--- src/rtl/fb_sram_responder.sv ---
// Frame-buffer SRAM responder: one async-SRAM access per Read/Write request, with WAIT_CYCLES wait states.
// Optional FB_SRAM_ACCESS_COUNT_EN adds completed-access counters Rd_Count / Wr_Count.
module fb_sram_responder #(
  parameter int MAX_ADDRESS = 307200,
  parameter int WAIT_CYCLES = 2,
  parameter int DATA_W      = 16
) (
  input  logic              Clk,
  input  logic              Reset,
  input  logic              Read,
  input  logic              Write,
  input  logic [19:0]       R_Address,
  input  logic [19:0]       W_Address,
  input  logic [DATA_W-1:0] W_Data,
  output logic              Busy,
  output logic [DATA_W-1:0] R_Data,
  output logic              R_Valid,
  output logic              W_Done,
  output logic              Err,
  output logic              Overrun,
`ifdef FB_SRAM_ACCESS_COUNT_EN
  output logic [31:0]       Rd_Count,
  output logic [31:0]       Wr_Count,
`endif
  output logic [19:0]       SRAM_Addr,
  output logic [DATA_W-1:0] SRAM_DQ_Out,
  input  logic [DATA_W-1:0] SRAM_DQ_In,
  output logic              SRAM_DQ_OE,
  output logic              SRAM_CE_N,
  output logic              SRAM_OE_N,
  output logic              SRAM_WE_N
);
  localparam int AW = 20;
  localparam logic [AW:0] MAX_A = (AW+1)'(MAX_ADDRESS);

  typedef enum logic [2:0] {IDLE, RD_SETUP, RD_WAIT, WR_SETUP, WR_PULSE, WR_HOLD} state_t;
  typedef struct packed {
    logic              vld;
    logic [AW-1:0]     addr;
    logic [DATA_W-1:0] data;
  } req_t;

  state_t            state;
  req_t              rd_pend, wr_pend;
  logic [3:0]        wcnt;

  logic              acc_vld, acc_wr, in_range;
  logic [AW-1:0]     acc_addr;
  logic [DATA_W-1:0] acc_data;
  logic              take_rd_pend, take_wr_pend, take_live_rd, take_live_wr;
  logic              rd_free, wr_free;

  // Source select in IDLE: pending read, pending write, live Read, live Write.
  always_comb begin
    acc_vld      = 1'b0;
    acc_wr       = 1'b0;
    acc_addr     = '0;
    acc_data     = '0;
    take_rd_pend = 1'b0;
    take_wr_pend = 1'b0;
    take_live_rd = 1'b0;
    take_live_wr = 1'b0;
    if (state == IDLE) begin
      if (rd_pend.vld) begin
        acc_vld = 1'b1; acc_addr = rd_pend.addr; acc_data = rd_pend.data; take_rd_pend = 1'b1;
      end else if (wr_pend.vld) begin
        acc_vld = 1'b1; acc_wr = 1'b1; acc_addr = wr_pend.addr; acc_data = wr_pend.data;
        take_wr_pend = 1'b1;
      end else if (Read) begin
        acc_vld = 1'b1; acc_addr = R_Address; take_live_rd = 1'b1;
      end else if (Write) begin
        acc_vld = 1'b1; acc_wr = 1'b1; acc_addr = W_Address; acc_data = W_Data;
        take_live_wr = 1'b1;
      end
    end
  end

  assign in_range = {1'b0, acc_addr} < MAX_A;
  // A slot being consumed this edge can take a new live request of its direction.
  assign rd_free  = !rd_pend.vld || take_rd_pend;
  assign wr_free  = !wr_pend.vld || take_wr_pend;
  assign Busy     = (state != IDLE) || rd_pend.vld || wr_pend.vld;

  always_ff @(posedge Clk) begin
    if (Reset) begin
      state       <= IDLE;
      wcnt        <= '0;
      rd_pend     <= '0;
      wr_pend     <= '0;
      SRAM_CE_N   <= 1'b1;
      SRAM_OE_N   <= 1'b1;
      SRAM_WE_N   <= 1'b1;
      SRAM_DQ_OE  <= 1'b0;
      SRAM_Addr   <= '0;
      SRAM_DQ_Out <= '0;
      R_Data      <= '0;
      R_Valid     <= 1'b0;
      W_Done      <= 1'b0;
      Err         <= 1'b0;
      Overrun     <= 1'b0;
    end else begin
      R_Valid <= 1'b0;
      W_Done  <= 1'b0;
      Err     <= 1'b0;

      if (take_rd_pend) rd_pend.vld <= 1'b0;
      if (take_wr_pend) wr_pend.vld <= 1'b0;
      if (Read && !take_live_rd) begin
        if (rd_free) rd_pend <= '{1'b1, R_Address, {DATA_W{1'b0}}};
        else         Overrun <= 1'b1;
      end
      if (Write && !take_live_wr) begin
        if (wr_free) wr_pend <= '{1'b1, W_Address, W_Data};
        else         Overrun <= 1'b1;
      end

      case (state)
        IDLE: if (acc_vld) begin
          if (!in_range) begin
            Err <= 1'b1;
          end else if (acc_wr) begin
            state       <= WR_SETUP;
            SRAM_Addr   <= acc_addr;
            SRAM_DQ_Out <= acc_data;
            SRAM_DQ_OE  <= 1'b1;
            SRAM_CE_N   <= 1'b0;
            SRAM_WE_N   <= 1'b1;
          end else begin
            state      <= RD_SETUP;
            SRAM_Addr  <= acc_addr;
            SRAM_DQ_OE <= 1'b0;
            SRAM_CE_N  <= 1'b0;
            SRAM_OE_N  <= 1'b0;
          end
        end
        RD_SETUP: begin
          state <= RD_WAIT;
          wcnt  <= 4'(WAIT_CYCLES - 1);
        end
        RD_WAIT: begin
          if (wcnt == '0) begin
            R_Data    <= SRAM_DQ_In;
            R_Valid   <= 1'b1;
            SRAM_CE_N <= 1'b1;
            SRAM_OE_N <= 1'b1;
            state     <= IDLE;
          end else begin
            wcnt <= wcnt - 4'd1;
          end
        end
        WR_SETUP: begin
          state     <= WR_PULSE;
          SRAM_WE_N <= 1'b0;
          wcnt      <= 4'(WAIT_CYCLES - 1);
        end
        WR_PULSE: begin
          if (wcnt == '0) begin
            SRAM_WE_N <= 1'b1;
            state     <= WR_HOLD;
          end else begin
            wcnt <= wcnt - 4'd1;
          end
        end
        WR_HOLD: begin
          W_Done     <= 1'b1;
          SRAM_CE_N  <= 1'b1;
          SRAM_DQ_OE <= 1'b0;
          state      <= IDLE;
        end
        default: state <= IDLE;
      endcase
    end
  end

`ifdef FB_SRAM_ACCESS_COUNT_EN
  always_ff @(posedge Clk) begin
    if (Reset) begin
      Rd_Count <= '0;
      Wr_Count <= '0;
    end else begin
      if (R_Valid) Rd_Count <= Rd_Count + 32'd1;
      if (W_Done)  Wr_Count <= Wr_Count + 32'd1;
    end
  end
`endif

endmodule

--- config.mk ---
export PLATFORM = sky130hd
export DESIGN_NAME = fb_sram_responder
export DESIGN_NICKNAME = d
export VERILOG_FILES = /design/src/rtl/fb_sram_responder.sv
export SDC_FILE = /design/constraint.sdc
export NUM_CORES = 1
export LEC_CHECK = 0
export ABC_CLOCK_PERIOD_IN_PS = 3800
export BUFFER_PORTS_ARGS = -buffer_cell sky130_fd_sc_hd__buf_2
export CAP_MARGIN = 10
export CORE_MARGIN = 2
export CORE_UTILIZATION = 45
export DETAILED_ROUTE_END_ITERATION = 8
export HOLD_SLACK_MARGIN = 0.02
export PLACE_DENSITY = 0.72
export SETUP_SLACK_MARGIN = 0.15
export SLEW_MARGIN = 10
export SYNTH_ARGS = -nofsm -noshare
export SYNTH_HDL_FRONTEND = slang
export SYNTH_SLANG_ARGS = --single-unit
--- constraint.sdc ---
create_clock -name Clk -period 3.8 [get_ports Clk]
set_input_delay 0.76 -clock Clk [delete_from_list [all_inputs] [get_ports Clk]]
set_output_delay 0.76 -clock Clk [all_outputs]
set_load 0.02 [all_outputs]
# Yosys cells after proc, flatten, opt, wreduce, memory -nomap -nowiden
# Cells that the tools add are included.
# word_totals
regBits	125
in_bits	76
output_inout_bits	61
wordCells	135
# classes
n_eq_ne	12
bitwise_logic	3
muxes	67
add_sub_neg	1
n_lt_le_gt_ge	1
n_reduce_logical	33
# ops
op	count
2-to-1 mux 37 bit	4
2-to-1 mux 20 bit	5
2-to-1 mux 16 bit	4
2-to-1 mux 1 bit	42
less-than comparator 20 x 19 -> 1 bit, second input constant	1
case mux 3 bit (5 select lines)	1
!= test 2 bit, second input constant	7
2-to-1 mux 3 bit	4
AND reduction 4 bit	3
AND reduction 5 bit	2
nonzero test 3 bit	3
case mux 4 bit (2 select lines)	1
AND reduction 2 bit	4
== test 3 x 2 -> 1 bit, second input constant	2
== test 3 bit, second input constant	2
case mux 1 bit (3 select lines)	2
AND reduction 3 bit	2
nonzero test 2 bit	3
OR reduction 2 bit	3
zero test 1 bit	4
zero test 4 bit	1
logical OR 1 bit	4
2-to-1 mux 4 bit	1
case mux 1 bit (2 select lines)	2
7 further kinds	10

# Depth between registers and ports, before layout
# Gate-level depths: netlist (run 1).
# logic_depth
depth_word	9
mapped_depth	11
depth_no_buf	8

# Worst setup path after synthesis (run 1)
# Ideal clock, no wire load.
# synth_path
path_type	input -> register
startpoint	input Write
endpoint	register SRAM_DQ_Out[6]
required_ns	3.661
setup_time_ns	0.139
setup_slack_ns	1.071
path_buffers	3
cell_stages	9
arrival_ns	2.590
cell_sequence	buf_2 > or4bb_1 > a311oi_2 > nand2_2 > a2111o_1 > buf_2 > buf_2 > a21oi_1 > a311oi_1
# synth_between
elab_chain_cells	7
elab_cells_between_ends	20
cone_classes	order compare (1); mux (18); reduce/logical (1)
# synth_lines
item	line	rtl
start, declared	11	input logic Write,
2-to-1 mux 20 bit	71	end else if (Write) begin
2-to-1 mux 20 bit	69	end else if (Read) begin
2-to-1 mux 20 bit	66	end else if (wr_pend.vld) begin
2-to-1 mux 20 bit	64	if (rd_pend.vld) begin
2-to-1 mux 20 bit	63	if (state == IDLE) begin
less-than comparator 20 x 19 -> 1 bit	78	assign in_range = {1'b0, acc_addr} < MAX_A;
AND reduction 4 bit (no source line)	--	
end signal, assigned	124	SRAM_DQ_Out <= acc_data;
end, declared	26	output logic [DATA_W-1:0] SRAM_DQ_Out,
# Parallel ways exist; a longest one is shown, timed or not.
# A chain may end at the register's enable or synchronous reset.

# Worst setup path in the final report (run 1)
# layout_path
startpoint	register rd_pend[36] (netlist bit)
endpoint	register SRAM_DQ_Out[10]
# layout_between
elab_chain_cells	4
elab_cells_between_ends	9
cone_classes	order compare (1); mux (7); reduce/logical (1)
# layout_lines
item	line	rtl
start, declared	44	req_t rd_pend, wr_pend;
start signal, assigned	109	if (rd_free) rd_pend <= '{1'b1, R_Address, {DATA_W{1'b0}}};
2-to-1 mux 20 bit	64	
2-to-1 mux 20 bit	63	
less-than comparator 20 x 19 -> 1 bit	78	
AND reduction 4 bit (no source line)	--	
# Parallel ways exist; a longest one is shown, timed or not.

==> run metrics, run 1 <==
Hold Path Cell Cnt 2; vias in the first global route just under 5000; Reg2Reg Launch Point rd_pend[36]; status finished clean; Initial Util approximately 46%; ant diodes 0; Setup TNS 0 ns; number of synthesized flops with an enable pin 0; All-Layer GR Usage between 20% and 30%; first-pass GRT wire length 24.0 mm; achievable frequency roughly 350 MHz; CP arrival around 3.2 ns; Slew @ Worst Pin 1.02 ns; pwr/cell area around 790 nW/µm²; Yosys top cell area share between 40 and 50%; Clk pin slew, worst setup/hold paths ~0.06 ns; Leak around 3 nW; core area 12500 µm²; CP required 4.12 ns; overall die height ~120 µm; Critical Path End Type flop; number of I/O port buffers 136; RSZ-0062 raised after global routing no; Setup CP Type flop to flop; Ports around 140; Slew Viols, Final 0; post-DP HPWL ~10 mm; R2R setup slack between 0.9 and 1 ns; count of cell types in the netlist 55; commonest non-fill, non-tap cells in the layout 145 x nand2_1, 135 x buf_2, 125 x a21oi_1; H-tree Lvls 4; top cells by area, synth dfxtp_1 44%, a21oi_1 11%, nand2_1 9.5%; initial antenna violation count 0; post-route antenna net violation count 0; clk sink count ~130; largest area contributor in the netlist dfxtp_1; cts hold-fix bufs 0; Initial DRT Pass Iterations 5; Slew HR roughly a third; via count ~5500; Final #Nets 907; commonest non-fill, non-tap cell in the layout nand2_1; starting DRC count in detailed routing approximately 400; YS warnings 0; Fin Clk Skew 0.0100 ns; post-CTS setup buffer count 0; share of cells above drive strength 1 a little under a quarter; syn nets roughly 800; Tcrit/Tclk final between 70% and 80%; Post-Synthesis Cells roughly 720; Synth Cell Area 5720 µm²; Rows 41; fin util roughly 57%; Fin. Hold Viols 0; Synth Flop Type dfxtp_1; grt total ovfl 0; Syn-to-layout area delta 24.1%; Tightest Hold Check Type flop to flop; Die Area 13600 µm²; Fillers ~1200; clock buffer depth 2; Reg2Reg Depth 7; Via-to-Cell Ratio around 5.4; post-cts resize count 0; type of origin of the critical path flop; clock latency at the later pin of the worst-skew pair 0.42 ns; MaxCap Viol Count 0; Seq/Total Area, Yosys 43.8%; synthesized area per cell ~7.9 µm²; Routed WL per cell between 15 and 20 µm; hold wc startpoint R_Data[7]; WHS Endpoint R_Data[7]; Num CTS Buffers 17; final setup fails 0; Worst VDD drop approximately 0.35 mV; largest net degree at the start of global routing 65; CP Max Fanout slightly below 50; Clock Root Buffer clkbuf_16; CTS tree done; ys async rst share 0%; final WL about 15 mm; die width between 100 and 150 µm; post-route minimum period 2.84 ns; GP Congestion approximately 0.85; post-synthesis register bit count between 100 and 150; # DRC 0; Reg2Reg Capture Point SRAM_DQ_Out[10]
[layer usage]
layer / up-vias / wire [µm] / track usage [%]
met5: - / 0 / 0
met4: 0 / 180 / 8.71
met2: 178 / 7090 / 35.2
li1: 2767 / - / -
met1: 2507 / 6930 / 30.1
met3: 13 / 1060 / 5.97
[registers in the layout, indices dropped and copies added, names as in the netlist]
register and cells:
Err 1, Overrun 1, R_Data 16, R_Valid 1
SRAM_Addr 20, SRAM_CE_N 1, SRAM_DQ_OE 1, SRAM_DQ_Out 16
SRAM_OE_N 1, SRAM_WE_N 1, W_Done 1, rd_pend 21
state 3, wcnt 4, wr_pend 37
[Yosys cell counts, types with 3 or more instances]
| master | n |
|---|---|
| nor4_1 | 3 |
| nor2_1 | 41 |
| nand3_1 | 12 |
| a211oi_1 | 4 |
| nand2_1 | 145 |
| nor2b_1 | 5 |
| a311oi_2 | 3 |
| o21a_1 | 6 |
| and2_1 | 3 |
| o211a_1 | 4 |
| buf_2 | 15 |
| a21oi_1 | 125 |
| dfxtp_1 | 125 |
| nor3_1 | 34 |
| buf_6 | 4 |
| or3_1 | 3 |
| o211ai_1 | 3 |
| buf_4 | 3 |
| inv_1 | 9 |
| a311oi_1 | 15 |
| clkbuf_1 | 38 |
| nor3b_1 | 3 |
| o21ai_0 | 22 |
| o21ai_1 | 7 |
| nand3b_1 | 17 |
| mux2i_1 | 20 |
| buf_1 | 7 |
| a22oi_1 | 17 |
[critical path, stage by stage (launching register included)]
cell and delay, ns:
dfxtp_1 0.83, inv_1 0.21, o21a_1 0.16, a22oi_1 0.44
a2111o_1 0.23, buf_4 0.43, a21oi_1 0.13, a311oi_1 0.27
[per-stage QoR]
step	area (µm²)	total power, mW	hold WS [ns]	std cells	setup WS (ns)
after global routing	7090	5.93	0.468	1015	0.731
after CTS	7090	5.62	0.451	1015	1.01
final	7090	5.59	0.448	1015	0.958
after detailed placement	6440	3.83	0.444	983	0.676
after floorplan	5720	3.28	0.436	724	1.07
after global placement	6440	3.80	0.441	983	0.725
[how the worst max path moves through the flow]
| stage | from | to | slack, ns |
|---|---|---|---|
| finish | rd_pend[36] | SRAM_DQ_Out[10] | 0.96 |
| global route | rd_pend[36] | SRAM_DQ_Out[12] | 0.73 |
| CTS | rd_pend[36] | SRAM_DQ_Out[10] | 1.01 |
| detailed placement | Read | SRAM_DQ_Out[11] | 0.68 |
| global placement | Read | SRAM_Addr[6] | 0.73 |
| floorplan | Write | SRAM_DQ_Out[6] | 1.07 |
[kinds of logic (layout without fill, tap and decap cells)]
logic type	count (synthesis)	after routing	share of synthesized area [%]
adder cells (fa/ha/maj)	1	1	0.219
buffers and inverters	76	195	6.04
AND/OR/NAND/NOR	275	275	21.7
flip-flops	125	125	43.8
AO/OA/AOI/OAI	225	225	24.5
XOR/XNOR	2	2	0.306
multiplexers	20	20	3.50
[where the power goes]
part           internal, mW  switching [mW]
Combinational         0.715            1.27
Clock                  1.19           0.584
Sequential             1.63           0.199
Total                  3.54            2.05
[final cells by class]
cell class | instances | area (µm²) | share of cell area [%]
clock buffers | 21 | 460 | 6.49
clock inverters | 11 | 189 | 2.66
inverters | 9 | 33.8 | 0.476
multi-input cells | 523 | 2870 | 40.5
flip-flops and latches | 125 | 2500 | 35.3
well taps | 172 | 215 | 3.03
repair buffers | 154 | 818 | 11.5
(Power assumes the default switching activity.)
==> inputs of run 2 (changes only) <==
--- a/config.mk
+++ b/config.mk
@@ -5,14 +5,14 @@
 export SDC_FILE = /design/constraint.sdc
 export NUM_CORES = 1
 export LEC_CHECK = 0
-export ABC_CLOCK_PERIOD_IN_PS = 3800
+export ABC_CLOCK_PERIOD_IN_PS = 2500
 export BUFFER_PORTS_ARGS = -buffer_cell sky130_fd_sc_hd__buf_2
 export CAP_MARGIN = 10
 export CORE_MARGIN = 2
 export CORE_UTILIZATION = 45
 export DETAILED_ROUTE_END_ITERATION = 8
 export HOLD_SLACK_MARGIN = 0.02
-export PLACE_DENSITY = 0.72
+export PLACE_DENSITY = 0.75
 export SETUP_SLACK_MARGIN = 0.15
 export SLEW_MARGIN = 10
 export SYNTH_ARGS = -nofsm -noshare
==> constraint.sdc (replaced) <==
create_clock -name Clk -period 2.5 [get_ports Clk]
set_input_delay 0.5 -clock Clk [delete_from_list [all_inputs] [get_ports Clk]]
set_output_delay 0.5 -clock Clk [all_outputs]
set_load 0.02 [all_outputs]
==> run 2 against run 1 <==
Sequential power rose by 51%. Maximum frequency up 21%. Wire length is 3.5% higher. Register-to-register slack lost 0.82 ns. Via count increased by 2.6%. Sequential share of layout area decreased by 1.6 points. First-iteration DRC count down 15%. Cell count increased by 2.6%.
==> run metrics, run 2 (synthesized netlist as in run 1, its figures left out) <==
status finished clean (unchanged); Tcrit/Tclk final 94.3% (was 74.8%); Routed WL per cell 15.2 µm (was 15.0 µm); # DRC 0 (unchanged); core area 12500 µm² (unchanged); Clock Root Buffer clkbuf_16 (unchanged); R2R setup slack 0.14 ns (was 0.96 ns); initial antenna violation count 0 (unchanged); Tightest Hold Check Type input port to flop (was flop to flop); final setup fails 0 (unchanged); max reg flops 37 (unchanged); CP Max Fanout 7 (was 49); Ports 137 (unchanged); achievable frequency 424 MHz (was 352 MHz); Initial Util 45.7% (unchanged); Worst VDD drop 0.528 mV (was 0.353 mV); Multi-input gate area 2960 µm² (was 2870 µm²); Critical Path End Type flop (unchanged); post-placement cell count 1007 (was 983); Non-Filler Instances 1041 (was 1015); Final #Nets 936 (was 907); die width 117 µm (unchanged); H-tree Lvls 4 (unchanged); Clk pin slew, worst setup/hold paths 0.06 ns (about the same); GP Congestion 0.853 (was 0.847); post-route antenna net violation count 0 (unchanged); clock buffer depth 2 (unchanged); Initial DRT Pass Iterations 5 (unchanged); CTS tree done (unchanged); number of I/O port buffers 136 (unchanged); Via-to-Cell Ratio 5.38 (about the same); CP arrival 2.67 ns (was 3.16 ns); Slew Viols, Final 0 (unchanged); share of cells above drive strength 1 27.7% (was 23.3%); cts hold-fix bufs 0 (unchanged); commonest non-fill, non-tap cell in the layout nand2_1 (unchanged); clock latency at the later pin of the worst-skew pair 0.42 ns (about the same); commonest non-fill, non-tap cells in the layout 145 x nand2_1, 135 x buf_2, 123 x dfxtp_1 (was 145 x nand2_1, 135 x buf_2, 125 x a21oi_1); Fillers 1201 (was 1228); final WL 15.8 mm (was 15.3 mm); via count 5605 (was 5465); type of origin of the critical path flop (unchanged); M3 GR Usage 6.38% (was 5.97%); Slew HR 60.6% (was 31.4%); overall die height 117 µm (unchanged); first-pass GRT wire length 24.3 mm (was 24.0 mm); Die Area 13600 µm² (unchanged); All-Layer GR Usage 22.9% (was 22.6%); Most flops, register wr_pend (unchanged); dpl ws -0.120 ns (was 0.676 ns); Num CTS Buffers 17 (unchanged); clk sink count 125 (unchanged); fin util 59.6% (was 56.7%); Fin Clk Skew 0.00937 ns (was 0.0100 ns); post-route minimum period 2.36 ns (was 2.84 ns); Fin. Hold Viols 0 (unchanged); Sequential Area 2510 µm² (was 2500 µm²); Leak 3.18 nW (was 3.00 nW); grt met2 use 37.2% (was 35.2%); largest net degree at the start of global routing 53 (was 65); gr busiest metal met2 (unchanged); Setup CP Type flop to flop (unchanged); pwr/cell area 1190 nW/µm² (was 788 nW/µm²); vias in the first global route 5001 (was 4829); RSZ-0062 raised after global routing yes (was no); biggest regs wr_pend: 37 flops, rd_pend: 21 flops, SRAM_Addr: 20 flops (unchanged); post-DP HPWL 10.4 mm (was 10.1 mm); grt total ovfl 0 (unchanged); starting DRC count in detailed routing 336 (was 397); Slew @ Worst Pin 0.591 ns (was 1.02 ns); met1 usage 29.0% (was 30.1%); Setup TNS 0 ns (unchanged); ant diodes 0 (unchanged); Syn-to-layout area delta 30.4% (was 24.1%); Rows 41 (unchanged); PnR worst setup slack 0.142 ns (was 0.958 ns); MaxCap Viol Count 0 (unchanged); Total Power 8.84 mW (was 5.59 mW); CP required 2.81 ns (was 4.12 ns)
run 2: changes by cell type in the layout (fill, tap and decap cells not counted), sizes merged:
cell / previous run / this run
clkinv: 4 / 1
clkinvlp: 2 / 1
buf: 154 / 183
clkbuf: 21 / 23
bufinv: 5 / 4
run 2: routing by layer:
| layer | up-vias | part of all wire [%] |
|---|---|---|
| li1 | 2820 | - |
| met3 | 20 | 6.7 |
| met4 | 0 | 1.3 |
| met5 | - | 0 |
| met2 | 160 | 48 |
| met1 | 2605 | 44 |
run 2: through the flow:
| step | hold WS (ns) | cell area, µm² |
|---|---|---|
| after floorplan | 0.436 | 5750 |
| after global placement | 0.439 | 6670 |
| after detailed placement | 0.444 | 6670 |
| after CTS | 0.305 | 7300 |
| after global routing | 0.315 | 7450 |
| final | 0.320 | 7450 |
run 2: path summary, 6_finish.rpt:
kind | from | to | cells past startpoint
min | SRAM_DQ_In[6] | R_Data[6] | 3
max reg2reg | wr_pend[36] | SRAM_Addr[14] | 8
max | wr_pend[36] | SRAM_Addr[14] | 8
min reg2reg | R_Data[8] | R_Data[8] | 2
run 2: report_power, final:
part	switching (mW)	total, mW	internal (mW)	leakage, nW
clock	0.849	2.63	1.78	0.307
combinational	2.10	3.45	1.35	1.85
sequential	0.282	2.76	2.48	1.02
run 2: layout make-up:
type | instances | area share [%]
clock buffers | 23 | 6.68
clock inverters | 6 | 1.78
inverters | 9 | 0.453
multi-input cells | 523 | 39.7
flip-flops and latches | 125 | 33.7
well taps | 172 | 2.89
repair buffers | 183 | 14.9
run 2: what timing repair did:
action                                  in CTS  in global routing
gates cloned                                 0                  1
buffers inserted                             0                  4
endpoints found under the setup margin      37                 39
pin swaps                                    1                 13
gates resized for setup                      3                 31
run 2: worst max-delay path, cell delays in order (launching register included):
cell       delay [ns]
dfxtp_4          0.36
or4bb_1          0.49
a311oi_2         0.32
nand2_2          0.13
a2111oi_4        0.38
buf_6            0.19
buf_6            0.14
nor3_1           0.06
o21a_1           0.16
